<file path="src/rtl/fetch_pkg.sv">
`default_nettype none
// ============================================================================
// Module   : fetch_pkg
// Brief    : Shared defaults and sizing helpers for the fetch buffer stage.
// Revision : 1.0 - initial release
// ============================================================================

package fetch_pkg;

  localparam int          WORD_LEN_DEFAULT = 32;
  localparam int          PC_STEP_DEFAULT  = 4;
  localparam int unsigned RESET_PC_DEFAULT = 32'h0000_0000;

  // Occupancy counters need one extra bit so that "full" (== DEPTH) is representable.
  function automatic int levelWidth(input int depth);
    return $clog2(depth) + 1;
  endfunction

endpackage : fetch_pkg

`default_nettype wire

</file>
<file path="src/rtl/fetch_buffer_stage_if.sv">
`default_nettype none
// ============================================================================
// Module   : fetch_buffer_stage_if
// Brief    : Branch, instruction-memory and decode handshake bundle.
// Revision : 1.0 - initial release
// ============================================================================

interface fetch_buffer_stage_if
  import fetch_pkg::*;
#(
  parameter int WORD_LEN = WORD_LEN_DEFAULT,
  parameter int DEPTH    = 4
);

  localparam int LEVEL_W = levelWidth(DEPTH);

  logic                br_taken;
  logic [WORD_LEN-1:0] br_base;
  logic [WORD_LEN-1:0] br_offset;

  logic                imem_req;
  logic [WORD_LEN-1:0] imem_addr;
  logic [WORD_LEN-1:0] imem_rdata;

  logic                out_valid;
  logic                out_ready;
  logic [WORD_LEN-1:0] out_pc;
  logic [WORD_LEN-1:0] out_instr;
  logic [LEVEL_W-1:0]  level;

  // master is the fetch stage itself; slave is the execute/imem/decode side.
  modport master (
    input  br_taken, br_base, br_offset, imem_rdata, out_ready,
    output imem_req, imem_addr, out_valid, out_pc, out_instr, level
  );

  modport slave (
    output br_taken, br_base, br_offset, imem_rdata, out_ready,
    input  imem_req, imem_addr, out_valid, out_pc, out_instr, level
  );

endinterface : fetch_buffer_stage_if

`default_nettype wire

</file>
<file path="src/rtl/fetch_fifo.sv">
`default_nettype none
// ============================================================================
// Module   : fetch_fifo
// Brief    : Synchronous FIFO with single-cycle flush for the prefetch queue.
// Revision : 1.0 - initial release
// ============================================================================

module fetch_fifo
  import fetch_pkg::*;
#(
  parameter int DEPTH = 4,
  parameter int WIDTH = 64
) (
  input  logic                         clk,
  input  logic                         rst,
  input  logic                         i_flush,
  input  logic                         i_push,
  input  logic [WIDTH-1:0]             i_pushData,
  input  logic                         i_pop,
  output logic [WIDTH-1:0]             o_popData,
  output logic [levelWidth(DEPTH)-1:0] o_count
);

  localparam int PTR_W = $clog2(DEPTH);
  localparam int CNT_W = levelWidth(DEPTH);

  localparam logic [CNT_W-1:0] C_FULL = CNT_W'(DEPTH);

  logic [WIDTH-1:0] r_mem [DEPTH];
  logic [PTR_W-1:0] r_wrPtr;
  logic [PTR_W-1:0] r_rdPtr;
  logic [CNT_W-1:0] r_count;

  logic w_full;
  logic w_empty;
  logic w_doPush;
  logic w_doPop;

  assign w_full   = (r_count == C_FULL);
  assign w_empty  = (r_count == '0);
  // Guard against overflow/underflow even though the owner never asks for it.
  assign w_doPush = i_push && !w_full && !i_flush;
  assign w_doPop  = i_pop && !w_empty && !i_flush;

  always_ff @(posedge clk) begin
    if (w_doPush) begin
      r_mem[r_wrPtr] <= i_pushData;
    end
  end

  // DEPTH is a power of two, so the pointers wrap by natural overflow.
  always_ff @(posedge clk) begin
    if (rst || i_flush) begin
      r_wrPtr <= '0;
      r_rdPtr <= '0;
      r_count <= '0;
    end else begin
      if (w_doPush) begin
        r_wrPtr <= r_wrPtr + PTR_W'(1);
      end
      if (w_doPop) begin
        r_rdPtr <= r_rdPtr + PTR_W'(1);
      end
      case ({w_doPush, w_doPop})
        2'b10:   r_count <= r_count + CNT_W'(1);
        2'b01:   r_count <= r_count - CNT_W'(1);
        default: r_count <= r_count;
      endcase
    end
  end

  assign o_popData = r_mem[r_rdPtr];
  assign o_count   = r_count;

endmodule : fetch_fifo

`default_nettype wire

</file>
<file path="src/rtl/fetch_buffer_stage.sv">
`default_nettype none
// ============================================================================
// Module   : fetch_buffer_stage
// Brief    : Instruction fetch with one-deep in-flight tracking and prefetch queue.
// Revision : 1.0 - initial release
// ============================================================================

module fetch_buffer_stage
  import fetch_pkg::*;
#(
  parameter int                  WORD_LEN = WORD_LEN_DEFAULT,
  parameter int                  DEPTH    = 4,
  parameter logic [WORD_LEN-1:0] RESET_PC = WORD_LEN'(RESET_PC_DEFAULT),
  parameter int                  PC_STEP  = PC_STEP_DEFAULT
) (
  input  logic                 clk,
  input  logic                 rst,
  fetch_buffer_stage_if.master fbBus
);

  localparam int LEVEL_W = levelWidth(DEPTH);
  localparam int ENTRY_W = 2 * WORD_LEN;

  localparam logic [WORD_LEN-1:0] C_PC_STEP = WORD_LEN'(PC_STEP);
  localparam logic [LEVEL_W:0]    C_DEPTH   = (LEVEL_W + 1)'(DEPTH);

  logic [WORD_LEN-1:0] r_fetchPc;
  logic [WORD_LEN-1:0] r_issuedPc;
  logic                r_inflight;

  logic [LEVEL_W-1:0]  w_count;
  logic [LEVEL_W:0]    w_budgetUsed;
  logic [ENTRY_W-1:0]  w_pushEntry;
  logic [ENTRY_W-1:0]  w_headEntry;
  logic [WORD_LEN-1:0] w_brTarget;
  logic                w_issue;
  logic                w_push;
  logic                w_pop;
  logic                w_outValid;

  // An outstanding read already owns a slot; a pop this cycle does not free one.
  assign w_budgetUsed = {1'b0, w_count} + (LEVEL_W + 1)'(r_inflight);
  assign w_issue      = !rst && !fbBus.br_taken && (w_budgetUsed < C_DEPTH);

  assign w_push      = !rst && !fbBus.br_taken && r_inflight;
  assign w_pushEntry = {r_issuedPc, fbBus.imem_rdata};

  assign w_outValid = !rst && !fbBus.br_taken && (w_count != '0);
  assign w_pop      = w_outValid && fbBus.out_ready;

  assign w_brTarget = fbBus.br_base + {fbBus.br_offset[WORD_LEN-3:0], 2'b00};

  always_ff @(posedge clk) begin
    if (rst) begin
      r_fetchPc  <= RESET_PC;
      r_issuedPc <= RESET_PC;
      r_inflight <= 1'b0;
    end else if (fbBus.br_taken) begin
      // The word returning this cycle belongs to the wrong path and is dropped.
      r_fetchPc  <= w_brTarget;
      r_inflight <= 1'b0;
    end else begin
      r_inflight <= w_issue;
      if (w_issue) begin
        r_fetchPc  <= r_fetchPc + C_PC_STEP;
        r_issuedPc <= r_fetchPc;
      end
    end
  end

  fetch_fifo #(
    .DEPTH (DEPTH),
    .WIDTH (ENTRY_W)
  ) u_queue (
    .clk        (clk),
    .rst        (rst),
    .i_flush    (fbBus.br_taken),
    .i_push     (w_push),
    .i_pushData (w_pushEntry),
    .i_pop      (w_pop),
    .o_popData  (w_headEntry),
    .o_count    (w_count)
  );

  assign fbBus.imem_req  = w_issue;
  assign fbBus.imem_addr = r_fetchPc;
  assign fbBus.out_valid = w_outValid;
  assign fbBus.out_pc    = w_headEntry[ENTRY_W-1:WORD_LEN];
  assign fbBus.out_instr = w_headEntry[WORD_LEN-1:0];
  assign fbBus.level     = rst ? '0 : w_count;

endmodule : fetch_buffer_stage

`default_nettype wire

</file>
<file path="src/flat_wrapper.sv">
// flat-port wrapper written by rule: the top's interface ports become plain ports
module fetch_buffer_stage_flat import fetch_pkg::*;
#(
  parameter int                  WORD_LEN = WORD_LEN_DEFAULT,
  parameter int                  DEPTH    = 4,
  parameter logic [WORD_LEN-1:0] RESET_PC = WORD_LEN'(RESET_PC_DEFAULT),
  parameter int                  PC_STEP  = PC_STEP_DEFAULT
)
  (clk, rst, fbBus_br_taken, fbBus_br_base, fbBus_br_offset, fbBus_imem_rdata, fbBus_out_ready, fbBus_imem_req, fbBus_imem_addr, fbBus_out_valid, fbBus_out_pc, fbBus_out_instr, fbBus_level);
  fetch_buffer_stage_if #(.WORD_LEN(WORD_LEN), .DEPTH(DEPTH)) fbBus_i ();
  input  logic clk;
  input  logic rst;
  input wire logic [$bits(fbBus_i.br_taken)-1:0] fbBus_br_taken;
  input wire logic [$bits(fbBus_i.br_base)-1:0] fbBus_br_base;
  input wire logic [$bits(fbBus_i.br_offset)-1:0] fbBus_br_offset;
  input wire logic [$bits(fbBus_i.imem_rdata)-1:0] fbBus_imem_rdata;
  input wire logic [$bits(fbBus_i.out_ready)-1:0] fbBus_out_ready;
  output wire logic [$bits(fbBus_i.imem_req)-1:0] fbBus_imem_req;
  output wire logic [$bits(fbBus_i.imem_addr)-1:0] fbBus_imem_addr;
  output wire logic [$bits(fbBus_i.out_valid)-1:0] fbBus_out_valid;
  output wire logic [$bits(fbBus_i.out_pc)-1:0] fbBus_out_pc;
  output wire logic [$bits(fbBus_i.out_instr)-1:0] fbBus_out_instr;
  output wire logic [$bits(fbBus_i.level)-1:0] fbBus_level;
  assign fbBus_i.br_taken = fbBus_br_taken;
  assign fbBus_i.br_base = fbBus_br_base;
  assign fbBus_i.br_offset = fbBus_br_offset;
  assign fbBus_i.imem_rdata = fbBus_imem_rdata;
  assign fbBus_i.out_ready = fbBus_out_ready;
  assign fbBus_imem_req = fbBus_i.imem_req;
  assign fbBus_imem_addr = fbBus_i.imem_addr;
  assign fbBus_out_valid = fbBus_i.out_valid;
  assign fbBus_out_pc = fbBus_i.out_pc;
  assign fbBus_out_instr = fbBus_i.out_instr;
  assign fbBus_level = fbBus_i.level;
  fetch_buffer_stage #(.WORD_LEN(WORD_LEN), .DEPTH(DEPTH), .RESET_PC(RESET_PC), .PC_STEP(PC_STEP)) u_core (.clk(clk), .rst(rst), .fbBus(fbBus_i));
endmodule
</file>
<file path="config.mk">
export PLATFORM = sky130hd
export DESIGN_NAME = fetch_buffer_stage_flat
export DESIGN_NICKNAME = d
export VERILOG_FILES = /design/src/rtl/fetch_pkg.sv /design/src/rtl/fetch_buffer_stage_if.sv /design/src/rtl/fetch_fifo.sv /design/src/rtl/fetch_buffer_stage.sv /design/src/flat_wrapper.sv
export SDC_FILE = /design/constraint.sdc
export NUM_CORES = 1
export LEC_CHECK = 0
export CORE_MARGIN = 2
export CORE_UTILIZATION = 55
export DETAILED_ROUTE_END_ITERATION = 16
export PLACE_DENSITY = 0.8
export SYNTH_ARGS = -nofsm -noshare
export SYNTH_HDL_FRONTEND = slang
export SYNTH_SLANG_ARGS = --single-unit
</file>
<file path="constraint.sdc">
create_clock -name clk -period 4.5 [get_ports clk]
set_clock_uncertainty 0.1 [all_clocks]
set_input_delay 0.675 -clock clk [delete_from_list [all_inputs] [get_ports clk]]
set_output_delay 0.675 -clock clk [all_outputs]
set_load 0.01 [all_outputs]
</file>
# == After elaboration in Yosys (flattened, before gate mapping) ==
# Memory sizes are Yosys's and may differ from the RTL's. A register that Yosys moved wholly into a read port is not among the register bits.
# Cells that the tools add are included.
# classes
n_lt_le_gt_ge,1
n_mux,8
bitwise,1
n_reduce_logical,20
n_eq_ne,3
n_addsub,7
# op_table
operator,n
32-bit 2-to-1 mux,2
32-bit by 3-bit adder with 32-bit output (second input constant),1
32-bit adder,1
1-bit logical AND,9
3-bit one-hot mux with 2 select lines,1
2-bit by 1-bit adder with 2-bit output (second input constant),2
3-bit by 1-bit adder with 4-bit output,1
1-bit logical NOT,4
4-bit by 3-bit less-than comparator with 1-bit output (second input constant),1
2-bit 2-to-1 mux,2
2-bit nonzero test,2
3-bit by 1-bit adder with 3-bit output (second input constant),1
3-bit equality test (second input constant),1
3-bit logical NOT,1
3-bit 2-to-1 mux,1
3-bit nonzero test,1
3-bit by 1-bit subtractor with 3-bit output (second input constant),1
2-bit by 1-bit equality test with 1-bit output (second input constant),1
2-bit equality test (second input constant),1
1-bit 2-to-1 mux,2
2-bit AND reduction,1
2-bit OR reduction,1
1-bit logical OR,1
1-bit inverter,1
# word_totals
regBits,72
mem_bits_rw,256
memories,1
in_bits,100
wordCells,47
out_inout_bits,101
# mem_list
memory,depth,word_bits,rd,rd_clocked_by_memory_dff,write_ports,line,source
u_core.u_queue.r_mem,4,64,1,1,1,fetch_fifo.sv:29,logic [WIDTH-1:0] r_mem [DEPTH];

# == Depth between registers and ports, before layout ==
# depth
depth_word,8
depth_mapped,11
mapped_depth_nobuf,11

# == Modules after synthesis ==
# From an unflattened synthesis, not the netlist that was laid out.
# hier_totals
cells_unflattened,952
area_unflattened_um2,14131.1
# by_module_without_submodules
module,area_each_um2,seq_area_each_um2,cells_per_inst,n_inst
fetch_fifo,9729.3,7867.5,390,1
fetch_buffer_stage,4401.7,1301.2,562,1

# == Worst setup path before layout ==
# OpenSTA, ideal clock, no wires.
# synth_path
kind,input to register
startpoint,in rst
endpoint,mem u_core.u_queue.r_mem[0][0] (enable)
n_path_buf,2
path_stages,5
arrival_ps,3032
setup_ps,429
required_ps,3971
slack_ps,940
path_cell_list,clkbuf_1 > or2_2 > clkbuf_1 > nor2_1 > and2_1
# synth_via
elab_chain_cells,7
# synth_rtl
item,line,source
from (decl),flat_wrapper.sv:12,input logic rst;
1-bit logical NOT,fetch_buffer_stage.sv:45,assign w_push = !rst && !fbBus.br_taken && r_inflight;
1-bit logical AND (2 in a row),fetch_buffer_stage.sv:45,
1-bit logical AND (2 in a row),fetch_fifo.sv:42,assign w_doPush = i_push && !w_full && !i_flush;
1-bit 2-to-1 mux,fetch_fifo.sv:46,if (w_doPush) begin
1-bit 2-to-1 mux (implied by the code),fetch_fifo.sv:47,r_mem[r_wrPtr] <= i_pushData;
to (decl),fetch_fifo.sv:29,
# Every way passes these cells.

==> impl_metrics.ini <==
[outcome]
status = complete, no violations

[timing]
max-slew-margin-rel_pct = 51.99
tightestPinTransition_ns = 0.7201
rsz0062_at_grt = false
hold_viol_final = 0
min_period_ns = 3.548
setup_viol = 0
fin_crit_sh_pct = 78.84
fmax_ghz = 0.2819
tns_ns = 0
maxSlewViolCount = 0

[synth]
synthAdderAreaFrac_pct = 3.391
synth_mux_area_share_pct = 10.76
yosysWarnings = 0
syn_nets = 1113
syn_area_um2 = 14090
synth_seq_area_share_pct = 65.06
yosysTopAreaCell = edfxtp_1
synthXorXnorAreaFrac_pct = 2.734
synth.area.top_cells = edfxtp_1 55%, dfxtp_1 11%, mux4_2 10%
synth-compound-area-share_pct = 8.105
synth_top_area_share_pct = 54.55
ys_ff_latch = 330
synth_top_family_by_area = multiplexers
synth_cell_types = 65
synth.top_cells.by_count = 256 x edfxtp_1, 107 x nand2_1, 74 x dfxtp_1
async_reset_ff_share_pct = 0
synth_flop_cell = edfxtp_1
syn_avg_cell_area_um2 = 14.44
synthesis.instances = 976
yosysMostFrequentCell = edfxtp_1
yosys.area_share.simple_pct = 8.159
synth_edf_count = 256

[clock_network]
cts_tree = done
ctsResizeCount = 0
cts_buffers = 30
hold_buffers = 0
post-cts-setup-buffer-count = 0
cts_sinks = 330
root_buffer = clkbuf_16
clk_latency_ns = 0.55
cts_max_level = 1
clock_path_buffers = 3
clkTransAtPathRegs_ns = 0.06

[worst_setup_path]
path_delay_family = buffers and inverters
r2r-start = u_core.fbBus.imem_addr[4]
slowest_delay_ns = 0.77
arrival_ns = 2.77
path_depth = 3
worst_setup_path_start_kind = register
path_class = register to output port
path_cells = buf_4 > mux4_2 > clkdlybuf4s50_1
rr_worst_depth = 7
crit_path_top_delay_cell = dfxtp_4
cp.required_ns = 3.72
crit_buf_inv = 2
path_max_fanout = 32
end_kind = output port

[detailed_routing]
dr_total_vias = 8776
wirelength_um = 29830
ant_nets = 0
remaining_drc_errors = 0
firstDrtPassIters = 5
wl_per_cell_um = 19.54
drtIter0Drc = 681
avgViaCountPerCell = 5.747

[layout]
final_layout_size_suffix_gt1_share_pct = 12.45
finish.net_count = 1311
n_antenna_cell = 0
final_core_util_pct = 69.52
syn2layout_area_growth_pct = 24.22
n_fill_cell = 1702

[grt]
antenna_found_initial = 0
grt_usage_pct = 21.91
first_global_vias = 8678
grt_overflow = 0
grt_pass1_wl_um = 46040
grt_max_degree = 65

[min_path]
hold_depth = 2
hold_path_class = register to register
min_from = u_core.fbBus.imem_addr[0]

[floorplan]
die_y_um = 164.1
core_area_um2 = 25180
initial_core_util_pct = 55.97
die_x_um = 164.1
pin_count = 201
dieArea_um2 = 26920
std_cell_rows = 58

[power]
p_leak_nw = 5.884
p_per_area_nw_per_um2 = 377.0
irDropWorstVdd_uv = 297.5

[placement]
port_buffers = 198
gp_congestion = 0.9272
dp_hpwl_um = 20300

[flow_run]
maxCapViolations = 0
## through the flow
stage	instance area, um^2	instances	total power, mW	setup slack (ns)	hold slack (ns)
2_1_floorplan	14090	976	3.773	0.9396	0.3600
3_3_place_gp	16480	1472	4.048	0.7998	0.3661
3_5_place_dp	16480	1472	4.061	0.7761	0.3698
4_1_cts	17510	1527	6.645	0.8500	0.3703
5_1_grt	17510	1527	6.819	0.7452	0.3939
6_report	17510	1527	6.600	0.9522	0.3787
## routing by layer
metal | vias up | GRT usage [%] | share of wire, %
met4 | 0 | 4.545 | 1.5
li1 | 4168 | - | -
met1 | 4281 | 29.00 | 42
met5 | - | 0 | 0
met3 | 39 | 5.227 | 8.0
met2 | 288 | 37.22 | 49
## tightest hold or removal path: stages, from the launching register on
cell and delay [ns]:
dfxtp_1 0.32, nand2_1 0.06, a21oi_1 0.05
## layout by cell type (no fill, tap or decap), types with 6 or more instances in the layout
master           instances
ha_1                    35
o22ai_1                  7
clkbuf_16               31
buf_4                   10
o21a_1                   7
inv_1                   18
dfxtp_1                 72
a21o_1                  11
nand2_1                107
nor2_1                  54
clkinv_2                 8
nor3_1                  12
a2111oi_0                6
o21ai_0                 18
xor2_1                  16
o21ai_1                  7
mux4_2                  64
clkdlybuf4s50_1        196
o21bai_1                 7
a211oi_1                15
nor2b_1                  6
nand4_1                 15
a21oi_1                 72
nand3_1                 15
edfxtp_1               256
xnor2_1                 28
and3_1                  10
## cell families (layout without fill, tap and decap cells)
group	after synthesis	in the layout
and+or+nand+nor	248	248
adders and majority gates	37	37
xor gates and xnor gates	44	44
muxes	71	71
DFF	330	330
AOI/OAI and AO/OA	180	180
buffers and inverters	66	287
## final timing paths
kind / to / slack (ns)
setup / recovery: fbBus_out_instr[3] / 0.95
setup reg to reg: u_core.fbBus.imem_addr[31] / 1.79
hold reg to reg: u_core.r_issuedPc[0] / 0.38
hold / removal: u_core.r_issuedPc[0] / 0.38
## area by class of cell
class	count	area, um^2	area share (%)
Clock buffer	35	790.8	4.517
Clock inverter	20	234.0	1.336
Inverter	19	71.32	0.4074
Multi-Input combinational cell	580	4677	26.72
Sequential cell	330	9174	52.40
Tap cell	330	412.9	2.358
Timing Repair Buffer	213	2147	12.26
## sequential cells by signal, summed over array words and instances (netlist names), named ones only
signal                  cells
u_core.u_queue.r_mem      256
u_core.fbBus.imem_addr     32
u_core.r_issuedPc          32
u_core.u_queue.o_count      3
u_core.u_queue.r_rdPtr      2
u_core.u_queue.r_wrPtr      2
u_core.r_inflight           1
## where the power goes
part	leakage (nW)	total, mW	switching (mW)	internal (mW)
Clock	0.502	2.60	1.05	1.54
Combinational	2.35	0.611	0.309	0.302
Sequential	3.03	3.39	0.0656	3.33
Total	5.88	6.60	1.43	5.17
Note: power is estimated with default switching activity, not from simulation.
